File: src/rtl/oled_arb_pkg.sv
// Shared types and constants for the PmodOLED SPI arbiter.
package oled_arb_pkg;

  typedef enum logic [1:0] {
    ST_IDLE,
    ST_GRANT,
    ST_SHIFT,
    ST_RELEASE
  } arb_state_t;

  localparam int unsigned BYTE_W      = 8;
  localparam int unsigned DEF_CLK_DIV = 4;

endpackage

File: src/rtl/oled_spi_byte_tx.sv
// CLK_DIV-timed 8-bit SPI mode-3 shifter, MSB first; SCLK idles high.
module oled_spi_byte_tx
  import oled_arb_pkg::*;
#(
  parameter int unsigned CLK_DIV = DEF_CLK_DIV
) (
  input  logic              CLK,
  input  logic              RST,
  input  logic              start,
  input  logic [BYTE_W-1:0] data,
  output logic              SCLK,
  output logic              SDIN,
  output logic              done
);

  localparam int unsigned CW = (CLK_DIV > 1) ? $clog2(CLK_DIV) : 1;
  localparam logic [CW-1:0] HALF_LAST = CW'(CLK_DIV - 1);

  logic [CW-1:0]     cnt_q;
  logic [2:0]        bit_q;
  logic [BYTE_W-2:0] sh_q;
  logic              sclk_q;
  logic              sdin_q;
  logic              busy_q;

  // Asserted in the final cycle of the last high half-period.
  assign done = busy_q && sclk_q && (cnt_q == HALF_LAST) && (bit_q == 3'd7);
  assign SCLK = sclk_q;
  assign SDIN = sdin_q;

  always_ff @(posedge CLK) begin
    if (RST) begin
      cnt_q  <= '0;
      bit_q  <= '0;
      sh_q   <= '0;
      sclk_q <= 1'b1;
      sdin_q <= 1'b0;
      busy_q <= 1'b0;
    end else if (!busy_q) begin
      if (start) begin
        busy_q <= 1'b1;
        sclk_q <= 1'b0;
        sdin_q <= data[BYTE_W-1];
        sh_q   <= data[BYTE_W-2:0];
        cnt_q  <= '0;
        bit_q  <= '0;
      end
    end else if (cnt_q == HALF_LAST) begin
      cnt_q <= '0;
      if (!sclk_q) begin
        sclk_q <= 1'b1;
      end else if (bit_q == 3'd7) begin
        busy_q <= 1'b0;
      end else begin
        sclk_q <= 1'b0;
        sdin_q <= sh_q[BYTE_W-2];
        sh_q   <= {sh_q[BYTE_W-3:0], 1'b0};
        bit_q  <= bit_q + 3'd1;
      end
    end else begin
      cnt_q <= cnt_q + CW'(1);
    end
  end

endmodule

File: src/rtl/oled_spi_arbiter.sv
// Round-robin arbiter sharing the PmodOLED SPI port among NUM_REQ byte requesters.
// Optional idle-grant watchdog enabled by defining OLED_ARB_TIMEOUT_EN.
module oled_spi_arbiter
  import oled_arb_pkg::*;
#(
  parameter int unsigned NUM_REQ        = 2,
  parameter int unsigned CLK_DIV        = DEF_CLK_DIV,
  parameter int unsigned TIMEOUT_CYCLES = 1024
) (
  input  logic                      CLK,
  input  logic                      RST,
  input  logic [NUM_REQ-1:0]        REQ,
  output logic [NUM_REQ-1:0]        GNT,
  input  logic [NUM_REQ-1:0]        BYTE_VALID,
  input  logic [BYTE_W*NUM_REQ-1:0] BYTE_DATA,
  input  logic [NUM_REQ-1:0]        BYTE_DC,
  output logic [NUM_REQ-1:0]        BYTE_READY,
  output logic                      CS,
  output logic                      SDIN,
  output logic                      SCLK,
  output logic                      DC,
  output logic                      BUSY,
  output logic                      TIMEOUT
);

  localparam int unsigned IW = $clog2(NUM_REQ);
  localparam int unsigned CW = (CLK_DIV > 1) ? $clog2(CLK_DIV) : 1;
  localparam logic [CW-1:0] REL_LAST = CW'(CLK_DIV - 1);

  if (NUM_REQ < 2 || NUM_REQ > 8 || CLK_DIV < 1 || TIMEOUT_CYCLES < 1) begin : g_param_check
    $error("oled_spi_arbiter: parameter out of range");
  end

  arb_state_t        state_q, state_d;
  logic [NUM_REQ-1:0] gnt_q;
  logic [IW-1:0]     gidx_q, ptr_q, sel_idx, next_ptr;
  logic [NUM_REQ-1:0] sel_onehot;
  logic              sel_found;
  logic [CW-1:0]     rel_cnt_q;
  logic              cs_q, dc_q;
  logic              g_req, g_valid, g_dc;
  logic [BYTE_W-1:0] g_data;
  logic              xfer, release_go, wd_expire, tx_done;
  int unsigned       idx;

  // Round-robin search from the pointer with wrap, plus the granted requester's lane mux.
  always_comb begin
    sel_found  = 1'b0;
    sel_idx    = '0;
    sel_onehot = '0;
    idx        = 0;
    g_req      = 1'b0;
    g_valid    = 1'b0;
    g_dc       = 1'b0;
    g_data     = '0;
    for (int unsigned k = 0; k < NUM_REQ; k++) begin
      idx = int'(ptr_q) + k;
      if (idx >= NUM_REQ) idx = idx - NUM_REQ;
      if (!sel_found && REQ[idx]) begin
        sel_found = 1'b1;
        sel_idx   = IW'(idx);
      end
    end
    sel_onehot[sel_idx] = 1'b1;
    for (int unsigned i = 0; i < NUM_REQ; i++) begin
      if (gidx_q == IW'(i)) begin
        g_req   = REQ[i];
        g_valid = BYTE_VALID[i];
        g_dc    = BYTE_DC[i];
        g_data  = BYTE_DATA[BYTE_W*i +: BYTE_W];
      end
    end
  end

  assign xfer       = (state_q == ST_GRANT) && g_valid;
  assign release_go = (state_q == ST_GRANT) && !xfer && (!g_req || wd_expire);
  assign next_ptr   = (gidx_q == IW'(NUM_REQ - 1)) ? '0 : gidx_q + IW'(1);

  assign GNT        = gnt_q;
  assign BYTE_READY = (state_q == ST_GRANT) ? gnt_q : '0;
  assign CS         = cs_q;
  assign DC         = dc_q;
  assign BUSY       = (state_q != ST_IDLE);

  always_ff @(posedge CLK) begin
    if (RST) state_q <= ST_IDLE;
    else     state_q <= state_d;
  end

  always_comb begin
    state_d = state_q;
    case (state_q)
      ST_IDLE:    if (sel_found) state_d = ST_GRANT;
      ST_GRANT: begin
        if (xfer)            state_d = ST_SHIFT;
        else if (release_go) state_d = ST_RELEASE;
      end
      ST_SHIFT:   if (tx_done) state_d = ST_GRANT;
      ST_RELEASE: if (rel_cnt_q == REL_LAST) state_d = ST_IDLE;
      default:    state_d = ST_IDLE;
    endcase
  end

  // CS drops on the first accepted byte and stays low until the grant is released.
  always_ff @(posedge CLK) begin
    if (RST) begin
      gnt_q     <= '0;
      gidx_q    <= '0;
      ptr_q     <= '0;
      rel_cnt_q <= '0;
      cs_q      <= 1'b1;
      dc_q      <= 1'b0;
    end else begin
      case (state_q)
        ST_IDLE: begin
          if (sel_found) begin
            gnt_q  <= sel_onehot;
            gidx_q <= sel_idx;
          end
        end
        ST_GRANT: begin
          if (xfer) begin
            cs_q <= 1'b0;
            dc_q <= g_dc;
          end else if (release_go) begin
            gnt_q     <= '0;
            cs_q      <= 1'b1;
            rel_cnt_q <= '0;
            ptr_q     <= next_ptr;
          end
        end
        ST_RELEASE: rel_cnt_q <= rel_cnt_q + CW'(1);
        default: ;
      endcase
    end
  end

`ifdef OLED_ARB_TIMEOUT_EN
  localparam int unsigned WW = $clog2(TIMEOUT_CYCLES + 1);
  logic [WW-1:0] wd_q;
  logic          timeout_q;

  assign wd_expire = (state_q == ST_GRANT) && !g_valid && (wd_q == WW'(TIMEOUT_CYCLES - 1));
  assign TIMEOUT   = timeout_q;

  always_ff @(posedge CLK) begin
    if (RST || state_q != ST_GRANT || xfer) wd_q <= '0;
    else                                    wd_q <= wd_q + WW'(1);
    if (RST) timeout_q <= 1'b0;
    else     timeout_q <= wd_expire;
  end
`else
  assign wd_expire = 1'b0;
  assign TIMEOUT   = 1'b0;
`endif

  oled_spi_byte_tx #(
    .CLK_DIV(CLK_DIV)
  ) u_tx (
    .CLK  (CLK),
    .RST  (RST),
    .start(xfer),
    .data (g_data),
    .SCLK (SCLK),
    .SDIN (SDIN),
    .done (tx_done)
  );

endmodule
File: config.mk
export PLATFORM = sky130hd
export DESIGN_NAME = oled_spi_arbiter
export DESIGN_NICKNAME = d
export VERILOG_FILES = /design/src/rtl/oled_arb_pkg.sv /design/src/rtl/oled_spi_byte_tx.sv /design/src/rtl/oled_spi_arbiter.sv
export SDC_FILE = /design/constraint.sdc
export NUM_CORES = 1
export LEC_CHECK = 0
export CAP_MARGIN = 20
export CORE_ASPECT_RATIO = 1.25
export CORE_UTILIZATION = 51
export CTS_BUF_LIST = sky130_fd_sc_hd__clkbuf_16
export DETAILED_ROUTE_END_ITERATION = 10
export PLACE_DENSITY = 0.83
export SYNTH_ARGS = -nofsm -noshare
export SYNTH_HDL_FRONTEND = slang
export SYNTH_HIERARCHICAL = 1
export SYNTH_SLANG_ARGS = --single-unit
File: constraint.sdc
create_clock -name CLK -period 2.7 [get_ports CLK]
set_clock_uncertainty 0.2 [all_clocks]
set_input_delay 0.54 -clock CLK [delete_from_list [all_inputs] [get_ports CLK]]
set_output_delay 0.54 -clock CLK [all_outputs]
set_load 0.05 [all_outputs]
After elaboration in Yosys (flattened, before gate mapping)
Index checks and enable logic that the tools add are counted.
Word-level totals
  register bits: 25
  input port bits: 24
  output and inout port bits: 10
  logic and storage cells: 127
Operators by class
  add/subtract/negate cells: 7
  magnitude comparators: 6
  equality and inequality tests: 15
  muxes and demuxes: 59
  bitwise logic cells: 1
  reduce and logical (&&, ||, !) cells: 26
Operator list (number)
  $lt A32 B2 Y1 const B: 2
  $mux W32: 2
  $mux W7: 5
  $mux W1: 30
  $mux W2: 12
  $mux W3: 5
  $ne A2 B2 Y1 const B: 7
  $reduce_and A4 Y1: 3
  $reduce_bool A2 Y1: 5
  $eq A2 B2 Y1 const B: 4
  $logic_and A1 B1 Y1: 8
  $mux W8: 1
  $pmux W2 S2: 2
  $pmux W2 S4: 1
  $reduce_and A2 Y1: 4
  $reduce_and A3 Y1: 2
  $add A2 B1 Y2 const B: 2
  $add A3 B1 Y3 const B: 1
  $eq A3 B3 Y1 const B: 1
  $logic_not A1 Y1: 3
  $ne A3 B3 Y1 const B: 1
  $sub A1 B2 Y3 const B: 1
  $sub A2 B2 Y3 const B: 1
  $add A1 B1 Y2 const B: 1
  other kinds (10): 10

Logic depth before layout (Yosys ltp)
Gate-level depths: netlist of the first run.
  depth in word-level cells: 14
  mapped depth: 7
  depth with buffers taken out: 7

Hierarchy
Netlist of the first run, hierarchy kept.
By module, submodules not included
  oled_spi_byte_tx: instances 1, cells an instance 72, area an instance 681.9 µm², seq. area each 300.3 µm²
  oled_spi_arbiter: instances 1, cells an instance 74, area an instance 649.4 µm², seq. area each 200.2 µm²

Least setup slack after synthesis of the first run
No wires, ideal clock.
  kind: flip-flop to output port
  start point: reg gnt_q[0], in the netlist GNT[0]
  end point: out BYTE_READY[0]
  arrival time: 1.128 ns
  required time: 1.960 ns
  setup slack: 0.832 ns
  stages on the path, launching flop included: 2
  buffers on the path: 0
  cells stage by stage: dfxtp_1 > and2_1
On the way
  cells in the longest elaborated chain, start to end: 1
RTL lines
  from (decl): line oled_spi_arbiter.sv:35  | logic [NUM_REQ-1:0] gnt_q;
  from (signal assigned): line oled_spi_arbiter.sv:117  | gnt_q <= sel_onehot;
  $mux W2: line oled_spi_arbiter.sv:80  | assign BYTE_READY = (state_q == ST_GRANT) ? gnt_q : '0;
  to (decl): line oled_spi_arbiter.sv:17  | output logic [NUM_REQ-1:0] BYTE_READY,
No other way between the ends.

Worst setup path in the final report of the first run
  start point: reg state_q[1]
  end point: out BUSY
On the way
  cells in the longest elaborated chain, start to end: 1
RTL lines
  from (decl): line oled_spi_arbiter.sv:34  | arb_state_t state_q, state_d;
  from (signal assigned): line oled_spi_arbiter.sv:87  | else state_q <= state_d;
  $reduce_bool A2 Y1: line oled_spi_arbiter.sv:83  | assign BUSY = (state_q != ST_IDLE);
  to (decl): line oled_spi_arbiter.sv:22  | output logic BUSY,
No other way between the ends.

==> results.yml, run 1 <==
floorplan:
  initial_core_util_pct: 54.3
  num_rows: 20
  pin_count: 34
  die_area_mm2: 0.00282
  die_h_um: 59.1
  fp.dieW_um: 47.7
  core_mm2: 0.00245
detailed_routing:
  antenna_left: 0
  routed_wl_um: 2930
  drc_errors: 0
  wire_per_inst_um: 14.0
  firstDrtPassIters: 4
  vias: 1181
  via_per_inst: 5.65
  drtIter0Drc: 24
logic_synthesis:
  synth_area_mm2: 0.00133
  syn_inst: 146
  postSynthAreaPerCell_um2: 9.12
  yosysWarnings: 6
  synth.distinct_cells: 39
  synth-seq-cells: 25
  yosysSeqAreaShare_pct: 37.6
  synth_nets: 174
sta:
  max_freq_mhz: 395
  slew_violations: 0
  fin_crit_sh_pct: 93.8
  hold_slack_ns: 0.276
  fin_crit_ns: 2.53
  setup-tns-final_ns: 0
  rsz0062_at_grt: "no"
  hold_violations: 0
  setup_viol: 0
job:
  cap_violations: 0
final_layout:
  utilization_pct: 70.9
  final_nets: 205
  drive_above_1_share_pct: 7.95
  design_area_mm2: 0.00174
  antenna_cells: 0
  syn_to_final_growth_pct: 30.6
power_and_ir_drop:
  internal_power_uw: 723
  p_per_area_mw_per_mm2: 587
  clkPwrFrac_pct: 30.8
  combPwrFrac_pct: 26.9
  p_seq_share_pct: 42.3
  irDropWorstVdd_uv: 378
  power_switching_uw: 298
  swShare_pct: 29.2
  leakagePower_nw: 0.668
grt:
  top_usage_layer: "met2"
  grt_use_total_pct: 22.4
  met2_usage_pct: 41.7
  grt_max_degree: 18
  met3_usage_pct: 3.66
  grt_pass1_vias: 1117
  antenna_found_initial: 0
  grt_pass1_wl_um: 4540
  use_met1_pct: 23.2
  gr-total-overflow: 0
setup_path:
  cp_slowest_stage_delay_ns: 0.79
  crit_type: "flip-flop to output port"
  cp-start-kind: "flip-flop"
  crit_chain: "nor2_1, inv_1, clkdlybuf4s50_1"
  cp_max_fo: 10
  critPathCaptureType: "output port"
  arrival_ns: 1.79
  critPathSlowestCell: "clkdlybuf4s50_1"
  required_ns: 1.96
cts:
  hold_buffers: 0
  clockBufferDepth: 2
  postCtsSetupBuffers: 0
  worstSkewPairLatency_ns: 0.25
  cts.sinks: 25
  cts_inserted_buffers: 3
  cts-root-buf: "clkbuf_16"
  tritoncts: "done"
  cts_resized: 0
  h-tree-depth: 1
  clk_pin_slew_ns: 0.06
place:
  gp_congestion: 0.811
  portBuffers: 32
  place_area_mm2: 0.00166
  hpwl_um: 2190
outcome:
  status: "complete, no violations"
worst_hold_path:
  hp-class: "flip-flop to flip-flop"
==> final timing paths <==
| check | from | to | depth (start not counted) | slack (ns) |
|---|---|---|---|---|
| worst max register to register | state_q[0] | u_tx/SDIN | 6 | 0.66 |
| worst min-delay path | u_tx/sh_q[0] | u_tx/sh_q[0] | 2 | 0.28 |
| worst min register to register | u_tx/sh_q[0] | u_tx/sh_q[0] | 2 | 0.28 |
| worst max-delay path | state_q[1] | BUSY | 3 | 0.17 |
==> state kept, by name, summed over array words and instances (netlist names) <==
| register | count |
|---|---|
| CS | 1 |
| DC | 1 |
| GNT | 2 |
| gidx_q | 1 |
| ptr_q | 1 |
| rel_cnt_q | 2 |
| state_q | 2 |
| u_tx/SCLK | 1 |
| u_tx/SDIN | 1 |
| u_tx/bit_q | 3 |
| u_tx/busy_q | 1 |
| u_tx/cnt_q | 2 |
| u_tx/sh_q | 7 |
==> area by class of cell <==
class	instances	area [um^2]
Clock buffer	3	75.1
Clock inverter	1	3.75
Fill cell	211	713
Inverter	1	3.75
Multi-Input combinational cell	110	769
Sequential cell	25	500
Tap cell	33	41.3
Timing Repair Buffer	36	345
==> cell families (layout without fill, tap and decap cells) <==
logic type	after synthesis	count (layout)	share of synthesized area, %
flip-flops	25	25	37.6
AO/OA/AOI/OAI	31	31	16.7
adder cells (fa/ha/maj)	4	4	3.76
buffers and inverters	11	41	4.61
other	1	1	0.282
multiplexers	18	18	14.3
AND/OR/NAND/NOR	56	56	22.7
==> layout by cell type, fill, tap and decap left out, types with 2 or more instances in the layout <==
master	n
clkdlybuf4s50_1	30
dfxtp_1	25
nor2_1	11
mux2i_1	10
nor3_1	10
nand2_1	9
a21oi_1	9
mux2_1	8
nand2b_1	8
a211oi_1	7
nand3_1	6
buf_4	6
ha_1	4
clkbuf_16	3
inv_1	2
and2_1	2
o21bai_1	2
nor2b_1	2
nor3b_1	2
==> metal layers <==
layer / share of wire (%) / up-vias
li1: - / 586
met1: 41 / 561
met2: 54 / 30
met3: 4.0 / 4
met4: 1.2 / 0
met5: 0 / -
==> per-stage QoR <==
step                      total power, mW  worst slack (ns)  instances
after floorplan                     0.620             0.832        146
after global placement              0.703             0.374        205
after detailed placement            0.712             0.265        205
after CTS                            1.03             0.180        209
after global routing                 1.06             0.113        209
final                                1.02             0.168        209
==> power by group through the flow <==
| stage | Combinational, mW | Clock (mW) | Sequential, mW |
|---|---|---|---|
| 2_1_floorplan | 0.162 | 0 | 0.458 |
| 3_3_place_gp | 0.266 | 0 | 0.437 |
| 3_5_place_dp | 0.273 | 0 | 0.439 |
| 4_1_cts | 0.276 | 0.320 | 0.431 |
| 5_1_grt | 0.294 | 0.331 | 0.436 |
| 6_report | 0.275 | 0.314 | 0.432 |
==> synth_stat cells <==
cell	count	share of area, %
a22oi_1	1	0.56
o22ai_1	1	0.47
mux2_1	8	6.8
dfxtp_1	25	38
and2b_2	1	0.66
mux2i_1	10	7.5
nor3b_1	2	1.1
a311oi_1	1	0.66
inv_1	1	0.28
o221ai_1	1	0.66
and4_1	1	0.66
conb_1	1	0.28
nor2b_2	1	0.66
nand4b_1	1	0.66
a211oi_2	1	0.94
nand3_1	6	2.3
clkbuf_1	2	0.56
o21a_1	1	0.56
and4b_1	1	0.75
and2_1	2	0.94
a211o_1	1	0.66
buf_2	4	1.5
o31ai_2	1	0.94
nand2_1	9	2.5
nor3_1	10	3.8
nor2b_1	2	0.94
ha_1	4	3.8
o21bai_1	2	1.1
o21ba_1	1	0.75
buf_4	4	2.3
o21ai_1	1	0.38
a21oi_1	9	3.4
nand2b_1	8	3.8
nor2_1	11	3.1
a32oi_1	1	0.66
a211oi_1	7	3.9
a31oi_1	1	0.47
nor3b_2	1	0.94
o31ai_1	1	0.56
==> worst max-delay path: cells and delay by family, from the launching register on <==
kind / cells / cell delay [ns]
and+or+nand+nor: 1 / 0.14
buffers and inverters: 2 / 0.87
DFF: 1 / 0.53
Note: power is estimated with default switching activity, not from simulation.
==> run 2: changes to the inputs <==
Clock period 2.7 ns to 3.2 ns, I/O delays scaled along.
==> run 2 against run 1 <==
  * Critical endpoint is now BYTE_READY[0]
  * Clock power decreased by 10%
  * Global-route usage increased by 0.62 points
  * Sequential share of layout area increased by 0.23 points
  * Sequential power decreased by 14%
  * Non-clock buffer count decreased by 3
  * Die area unchanged
  * Power decreased by 15%
  * Combinational power decreased by 21%
==> results.yml, run 2 (same netlist as run 1, synthesis figures left out) <==
outcome:
  status: "complete, no violations"
floorplan:
  core_mm2: 0.00245
  die_h_um: 59.1
  die_area_mm2: 0.00282
  initial_core_util_pct: 54.3
  num_rows: 20
  fp.dieW_um: 47.7
  pin_count: 34
final_layout:
  register_area_um2: 500
  drive_above_1_share_pct: 5.78
  antenna_cells: 0
  top_register: "u_tx/sh_q"
  syn_to_final_growth_pct: 29.6
  largest_reg_flops: 7
  final_nets: 202
  final_cell_mix: "32 x clkdlybuf4s50_1, 25 x dfxtp_1, 11 x nor2_1, 10 x mux2i_1, 10 x nor3_1"
  largestRegisters: "u_tx/sh_q (7), u_tx/bit_q (3)"
  final_common_cell: "clkdlybuf4s50_1"
  multi_input_area_um2: 769
  fillers: 212
place:
  hpwl_um: 2120
  portBuffers: 32
  gp_congestion: 0.776
cts:
  cts_resized: 0
  hold_buffers: 0
  cts_inserted_buffers: 3
  postCtsSetupBuffers: 0
  cts.sinks: 25
  tritoncts: "done"
  worstSkewPairLatency_ns: 0.26
  cts-root-buf: "clkbuf_16"
  h-tree-depth: 1
  clockBufferDepth: 2
  clk_pin_slew_ns: 0.07
detailed_routing:
  wire_per_inst_um: 14.0
  wl_met3_um: 125
  firstDrtPassIters: 4
  drtIter0Drc: 19
  met2_length_um: 1520
  antenna_left: 0
  m1WireLength_um: 1180
  maxUsedRoutingLayer: "met4"
  drc_errors: 0
  routed_wl_um: 2880
  vias: 1150
  via_per_inst: 5.58
grt:
  grt_max_degree: 20
  grt_pass1_vias: 1149
  antenna_found_initial: 0
  grt_use_total_pct: 23.0
  gr-total-overflow: 0
  grt_pass1_wl_um: 4620
power_and_ir_drop:
  irDropWorstVdd_uv: 332
  leakagePower_nw: 0.642
  power_uw: 870
  p_per_area_mw_per_mm2: 504
sta:
  fin_crit_ns: 2.93
  setup_viol: 0
  hold_violations: 0
  slew_violations: 0
  rsz0062_at_grt: "no"
  fin_crit_sh_pct: 91.5
  hold_slack_ns: 0.276
  max_freq_mhz: 342
  setup-tns-final_ns: 0
  tightest_slew_ns: 0.665
  max-slew-margin-rel_pct: 55.5
setup_path:
  cp_max_fo: 11
  required_ns: 2.36
  arrival_ns: 2.09
  critPathCaptureType: "output port"
  crit_type: "flip-flop to output port"
  cp-start-kind: "flip-flop"
job:
  cap_violations: 0
worst_hold_path:
  hp-class: "flip-flop to flip-flop"
run 2: through the flow:
stage | setup slack, ns | std cells | utilization, % | area, um^2
3_3_place_gp | 0.584 | 202 | 67.0 | 1640
5_1_grt | 0.211 | 206 | 70.4 | 1730
2_1_floorplan | 1.23 | 146 | - | 1330
6_report | 0.273 | 206 | 70.4 | 1730
4_1_cts | 0.272 | 206 | 70.4 | 1730
3_5_place_dp | 0.490 | 202 | 67.0 | 1640
run 2: worst max-delay path: stages (launching register included):
cell and delay [ns]:
dfxtp_1 0.51, nor2b_2 0.35, and2_1 0.17, clkdlybuf4s50_1 0.80
run 2: cell type report:
class / instances / share of cell area (%)
timing repair buffer: 33 / 19.0
clock buffer: 3 / 4.35
inverter: 1 / 0.218
sequential: 25 / 29.0
clock inverter: 1 / 0.435
tap: 33 / 2.39
multi-input combinational: 110 / 44.6
run 2: worst paths after layout:
kind,start,slack (ns),endpoint,cells after the start
worst max-delay path,state_q[0],0.27,BYTE_READY[0],3
worst min-delay path,u_tx/sh_q[0],0.28,u_tx/sh_q[0],2
worst max register to register,gidx_q,0.83,u_tx/sh_q[6],5
worst min register to register,u_tx/sh_q[0],0.28,u_tx/sh_q[0],2
run 2: metal layers:
layer | vias up | global-route usage, %
met2 | 34 | 42.7
met3 | 6 | 2.74
met5 | - | 0
met4 | 0 | 9.52
met1 | 527 | 24.7
li1 | 583 | -
run 2: power breakdown:
part	leakage [nW]	switching, mW	internal [mW]	total [mW]
registers	0.204	0.0343	0.338	0.373
clock network	0.0371	0.113	0.170	0.282
logic	0.401	0.114	0.101	0.216
total	0.642	0.261	0.609	0.870
